## src/rtl/alu_mul_sequencer.sv

```systemverilog
// alu_mul_sequencer: MSB-first shift-and-add multiplier that sequences a shared Hack-style ALU.
// Optional macro ALU_MUL_SKIP_EN starts at the highest set multiplier bit and short-circuits b==0.
module alu_mul_sequencer #(
  parameter int WIDTH = 16,
  parameter int CNT_W = 4
) (
  input  logic             clk,
  input  logic             reset,
  input  logic             in_valid,
  output logic             in_ready,
  input  logic [WIDTH-1:0] in_a,
  input  logic [WIDTH-1:0] in_b,
  output logic             out_valid,
  input  logic             out_ready,
  output logic [WIDTH-1:0] out_p,
  output logic             out_zr,
  output logic             out_ng,
  output logic [WIDTH-1:0] alu_x,
  output logic [WIDTH-1:0] alu_y,
  output logic             alu_zx,
  output logic             alu_nx,
  output logic             alu_zy,
  output logic             alu_ny,
  output logic             alu_f,
  output logic             alu_no,
  input  logic [WIDTH-1:0] alu_out,
  input  logic             alu_zr,
  input  logic             alu_ng
);

  typedef enum logic [1:0] {
    IDLE = 2'd0,
    DBL  = 2'd1,
    ADD  = 2'd2,
    DONE = 2'd3
  } state_t;

  state_t           state_r, state_s;
  logic [WIDTH-1:0] acc_r, acc_s;
  logic [WIDTH-1:0] a_r, a_s;
  logic [WIDTH-1:0] b_r, b_s;
  logic [CNT_W-1:0] idx_r, idx_s;
  logic             zr_r, zr_s;
  logic             ng_r, ng_s;
  logic [WIDTH-1:0] alu_x_s, alu_y_s;
  logic             alu_f_s;

`ifdef ALU_MUL_SKIP_EN
  // Index of the most significant set bit; zero when no bit is set.
  function automatic logic [CNT_W-1:0] msb_index(input logic [WIDTH-1:0] v);
    logic [CNT_W-1:0] r;
    r = {CNT_W{1'b0}};
    for (int i = 0; i < WIDTH; i++) begin
      if (v[i]) r = CNT_W'(i);
    end
    return r;
  endfunction
`endif

  assign in_ready  = (state_r == IDLE);
  assign out_valid = (state_r == DONE);
  assign out_p     = acc_r;
  assign out_zr    = zr_r;
  assign out_ng    = ng_r;
  assign alu_x     = alu_x_s;
  assign alu_y     = alu_y_s;
  assign alu_f     = alu_f_s;
  // Only x+y is ever requested, so the remaining control bits stay low.
  assign alu_zx    = 1'b0;
  assign alu_nx    = 1'b0;
  assign alu_zy    = 1'b0;
  assign alu_ny    = 1'b0;
  assign alu_no    = 1'b0;

  // Next-state, datapath update and ALU drive for the multiply sequence.
  always_comb begin
    state_s = state_r;
    acc_s   = acc_r;
    a_s     = a_r;
    b_s     = b_r;
    idx_s   = idx_r;
    zr_s    = zr_r;
    ng_s    = ng_r;
    alu_x_s = {WIDTH{1'b0}};
    alu_y_s = {WIDTH{1'b0}};
    alu_f_s = 1'b0;
    case (state_r)
      IDLE: begin
        if (in_valid) begin
          a_s   = in_a;
          b_s   = in_b;
          acc_s = {WIDTH{1'b0}};
`ifdef ALU_MUL_SKIP_EN
          if (in_b == {WIDTH{1'b0}}) begin
            idx_s   = {CNT_W{1'b0}};
            zr_s    = 1'b1;
            ng_s    = 1'b0;
            state_s = DONE;
          end else begin
            idx_s   = msb_index(in_b);
            state_s = DBL;
          end
`else
          idx_s   = CNT_W'(WIDTH - 1);
          state_s = DBL;
`endif
        end else begin
          state_s = IDLE;
        end
      end
      DBL: begin
        alu_x_s = acc_r;
        alu_y_s = acc_r;
        alu_f_s = 1'b1;
        acc_s   = alu_out;
        zr_s    = alu_zr;
        ng_s    = alu_ng;
        // The ADD step for this bit owns the index decrement.
        if (b_r[idx_r]) begin
          state_s = ADD;
        end else if (idx_r == {CNT_W{1'b0}}) begin
          state_s = DONE;
        end else begin
          idx_s = idx_r - CNT_W'(1);
        end
      end
      ADD: begin
        alu_x_s = acc_r;
        alu_y_s = a_r;
        alu_f_s = 1'b1;
        acc_s   = alu_out;
        zr_s    = alu_zr;
        ng_s    = alu_ng;
        if (idx_r == {CNT_W{1'b0}}) begin
          state_s = DONE;
        end else begin
          idx_s   = idx_r - CNT_W'(1);
          state_s = DBL;
        end
      end
      DONE: begin
        if (out_ready) begin
          state_s = IDLE;
        end else begin
          state_s = DONE;
        end
      end
      default: begin
        state_s = IDLE;
      end
    endcase
  end

  // State and datapath registers with synchronous reset.
  always_ff @(posedge clk) begin
    if (reset) begin
      state_r <= IDLE;
      acc_r   <= {WIDTH{1'b0}};
      a_r     <= {WIDTH{1'b0}};
      b_r     <= {WIDTH{1'b0}};
      idx_r   <= {CNT_W{1'b0}};
      zr_r    <= 1'b0;
      ng_r    <= 1'b0;
    end else begin
      state_r <= state_s;
      acc_r   <= acc_s;
      a_r     <= a_s;
      b_r     <= b_s;
      idx_r   <= idx_s;
      zr_r    <= zr_s;
      ng_r    <= ng_s;
    end
  end

endmodule

```

## config.mk

```make
export PLATFORM = sky130hd
export DESIGN_NAME = alu_mul_sequencer
export DESIGN_NICKNAME = d
export VERILOG_FILES = /design/src/rtl/alu_mul_sequencer.sv
export SDC_FILE = /design/constraint.sdc
export NUM_CORES = 1
export LEC_CHECK = 0
export CORE_MARGIN = 2
export CORE_UTILIZATION = 46
export DETAILED_ROUTE_END_ITERATION = 10
export GPL_ROUTABILITY_DRIVEN = 0
export PLACE_DENSITY = 0.85
export SYNTH_ARGS = -nofsm -noshare
export SYNTH_HDL_FRONTEND = slang
export SYNTH_SLANG_ARGS = --single-unit
```

## constraint.sdc

```tcl
create_clock -name clk -period 4.1 [get_ports clk]
set_clock_uncertainty 0.15 [all_clocks]
set_input_delay 0.82 -clock clk [delete_from_list [all_inputs] [get_ports clk]]
set_output_delay 0.82 -clock clk [all_outputs]
set_load 0.01 [all_outputs]
```

==> results.tsv <==
metric	value	unit
first_global_vias	2609	
cts_root_buf	clkbuf_8	
grt_start_max_net_pins	58	
met2_length	3650	um
end_kind	output port	
status	complete, no violations	
nets	467	
dieArea	6430	sq um
routed_wl	7330	um
synth_seq_area_share	0.420	
top_layer_used	met4	
synth_top_area_frac	0.420	
grt_first_pass_wirelength	12200	um
viasPerCell	5.41	
dr_wl_met3	568	um
holdBufCountCts	0	
critical_path.cell_chain	inv_1, ha_1, and2_1, a22o_1, clkdlybuf4s50_1	
slowest_delay	0.55	ns
max_slew_margin	0.260	
slowest_stage	and2_1	
powerDensity	573	nW/um^2
max-vdd-ir-drop	357	uV
synthMuxAreaShare	0.0618	
grt_use_total	0.236	
cp_max_fo	16	
hpwl	5310	um
cts_tree	done	
worst_slack	0.608	ns
cts_max_path_buffers	2	
hold_class	register to register	
dr_total_vias	2589	
core	5570	sq um
totalPowerFinal	2.19	mW
min_path_cells	2	
fin_area	3810	sq um
synthDistinctLibCells	31	
switching_share	0.398	
dpl.cell_count	471	
synth_area_per_cell	8.48	sq um
finalSetupViolations	0	
cp.required	3.13	ns
fin_cells	479	
power_frac_seq	0.367	
fillerInstances	468	
die_w	80.2	um
p_int	1.32	mW
yosysTopAreaCell	dfxtp_1	
synth_top_family_by_area	compound AO/OA/AOI/OAI gates	
die_y	80.2	um
synth_edf_count	0	
dr.pass1.iters	6	
cts_setup_buffers	0	
cts_num_sinks	56	
ys_ff_latch	56	
post-route-period-util	0.852	
path_class	register to output port	
diodes	0	
cts.repair.resized	0	
synthTopCellsByArea	dfxtp_1 42%, nand2_1 10%, a21oi_1 6.6%, and2_1 5.4%, a22o_1 5.2%	
rsz0062_at_grt	false	
grt_overflow	0	
wl_per_cell	15.3	um
antenna_found_initial	0	
switchingPower	869	uW
syn_inst	315	
wl_met1	3050	um
clk_pin_slew_worst_paths	0.10	ns
start_kind	register	
synth_xor_area_frac	0	
ys_top_cells_by_count	71 x nand2_1, 56 x dfxtp_1, 35 x a21oi_1, 23 x and2_1, 21 x nor2_1	
p_leak	1.48	nW
first_iter_violations	173	
async_reset_ff_frac	0	
synth_fa_ha_area_frac	0.0328	
synth.yosys.warnings	0	
synth_flop_cell	dfxtp_1	
cap_viol_max_count	0	
tightestPinTransition	1.10	ns
ant_nets	0	
drive_gt1_frac	0.0418	
synth_compound_area_frac	0.222	
yosys.area_share.simple	0.207	
place_area	3720	sq um
post-route-min-period	3.49	ns
io_buffer_count	106	
ctsHtreeMaxLevel	2	
rows	27	
tns	0	ns
cp.arrival	2.52	ns
remaining_drc_errors	0	
finalMaxSlewViolations	0	
start_util	0.479	
clkPwrFrac	0.140	
post-place-ws	0.930	ns
r2r_cells	6	
ios	112	
max_freq	286	MHz
synth_area	2670	sq um
finalHoldViolations	0	
clk_latency	0.30	ns
cts_made_buffers	5	
power_frac_comb	0.492	
yosysMostFrequentCell	nand2_1	
area_growth	42.8	%
-- critical path, delay by kind of cell (launching register included) --
kind,cells,cell delay [ns]
buffers and inverters,2,0.67
and+or+nand+nor,1,0.55
DFF,1,0.41
adders and majority gates,1,0.34
AOI/OAI and AO/OA,1,0.25
-- path summary, 6_finish.rpt --
| path | start | end | slack (ns) |
|---|---|---|---|
| worst max-delay path | state_r[0]$_SDFFE_PP0P_ | alu_y[0] | 0.61 |
| worst min-delay path | b_r[9]$_SDFFE_PP0P_ | b_r[9]$_SDFFE_PP0P_ | 0.30 |
| worst max register to register | state_r[0]$_SDFFE_PP0P_ | out_p[8]$_SDFFE_PP0P_ | 1.57 |
| worst min register to register | b_r[9]$_SDFFE_PP0P_ | b_r[9]$_SDFFE_PP0P_ | 0.30 |
-- through the flow --
step | util | hold slack, ns
final | 0.684 | 0.305
after global routing | 0.684 | 0.333
after CTS | 0.684 | 0.309
after global placement | 0.668 | 0.290
after detailed placement | 0.668 | 0.296
after floorplan | - | 0.282
-- cell families (layout without fill, tap and decap cells) --
group / Yosys count / in the layout
buffers and inverters: 34 / 122
DFF: 56 / 56
and+or+nand+nor: 125 / 125
AOI/OAI and AO/OA: 83 / 83
muxes: 9 / 9
adders and majority gates: 7 / 7
other: 1 / 5
-- sequential cells by signal (all words and copies together), names as in the netlist --
name     count
out_ng       1
out_p       16
idx_r        4
out_zr       1
b_r         16
state_r      2
a_r         16
-- placed cells by master, fill, tap and decap left out, types with 6 or more instances in the layout --
cell type	synthesis	routed
a21oi_1	35	35
a22o_1	16	16
a22oi_1	16	16
and2_1	23	23
clkbuf_8	0	6
clkdlybuf4s50_1	0	105
dfxtp_1	56	56
ha_1	7	7
inv_1	6	6
nand2_1	71	71
nor2_1	21	21
-- layer usage --
| metal | global-route usage | vias to the layer above |
|---|---|---|
| li1 | - | 1252 |
| met1 | 0.290 | 1225 |
| met2 | 0.417 | 106 |
| met3 | 0.0629 | 6 |
| met4 | 0.0424 | 0 |
| met5 | 0 | - |
-- area by class of cell --
type	count	area (sq um)	share of cell area
Timing Repair Buffer	108	1070	0.281
Tap cell	72	90.1	0.0236
Sequential cell	56	1120	0.294
Clock buffer	8	90.1	0.0236
Inverter	6	22.5	0.00591
Multi-Input combinational cell	229	1420	0.372
-- power groups by stage --
| stage | sequential [mW] | clock (mW) | combinational (mW) |
|---|---|---|---|
| finish | 0.802 | 0.307 | 1.08 |
| global route | 0.819 | 0.337 | 1.18 |
| CTS | 0.801 | 0.311 | 1.07 |
| detailed placement | 0.812 | 0 | 1.07 |
| global placement | 0.809 | 0 | 1.03 |
| floorplan | 0.792 | 0 | 0.690 |
Power figures use the tool's default switching activity.
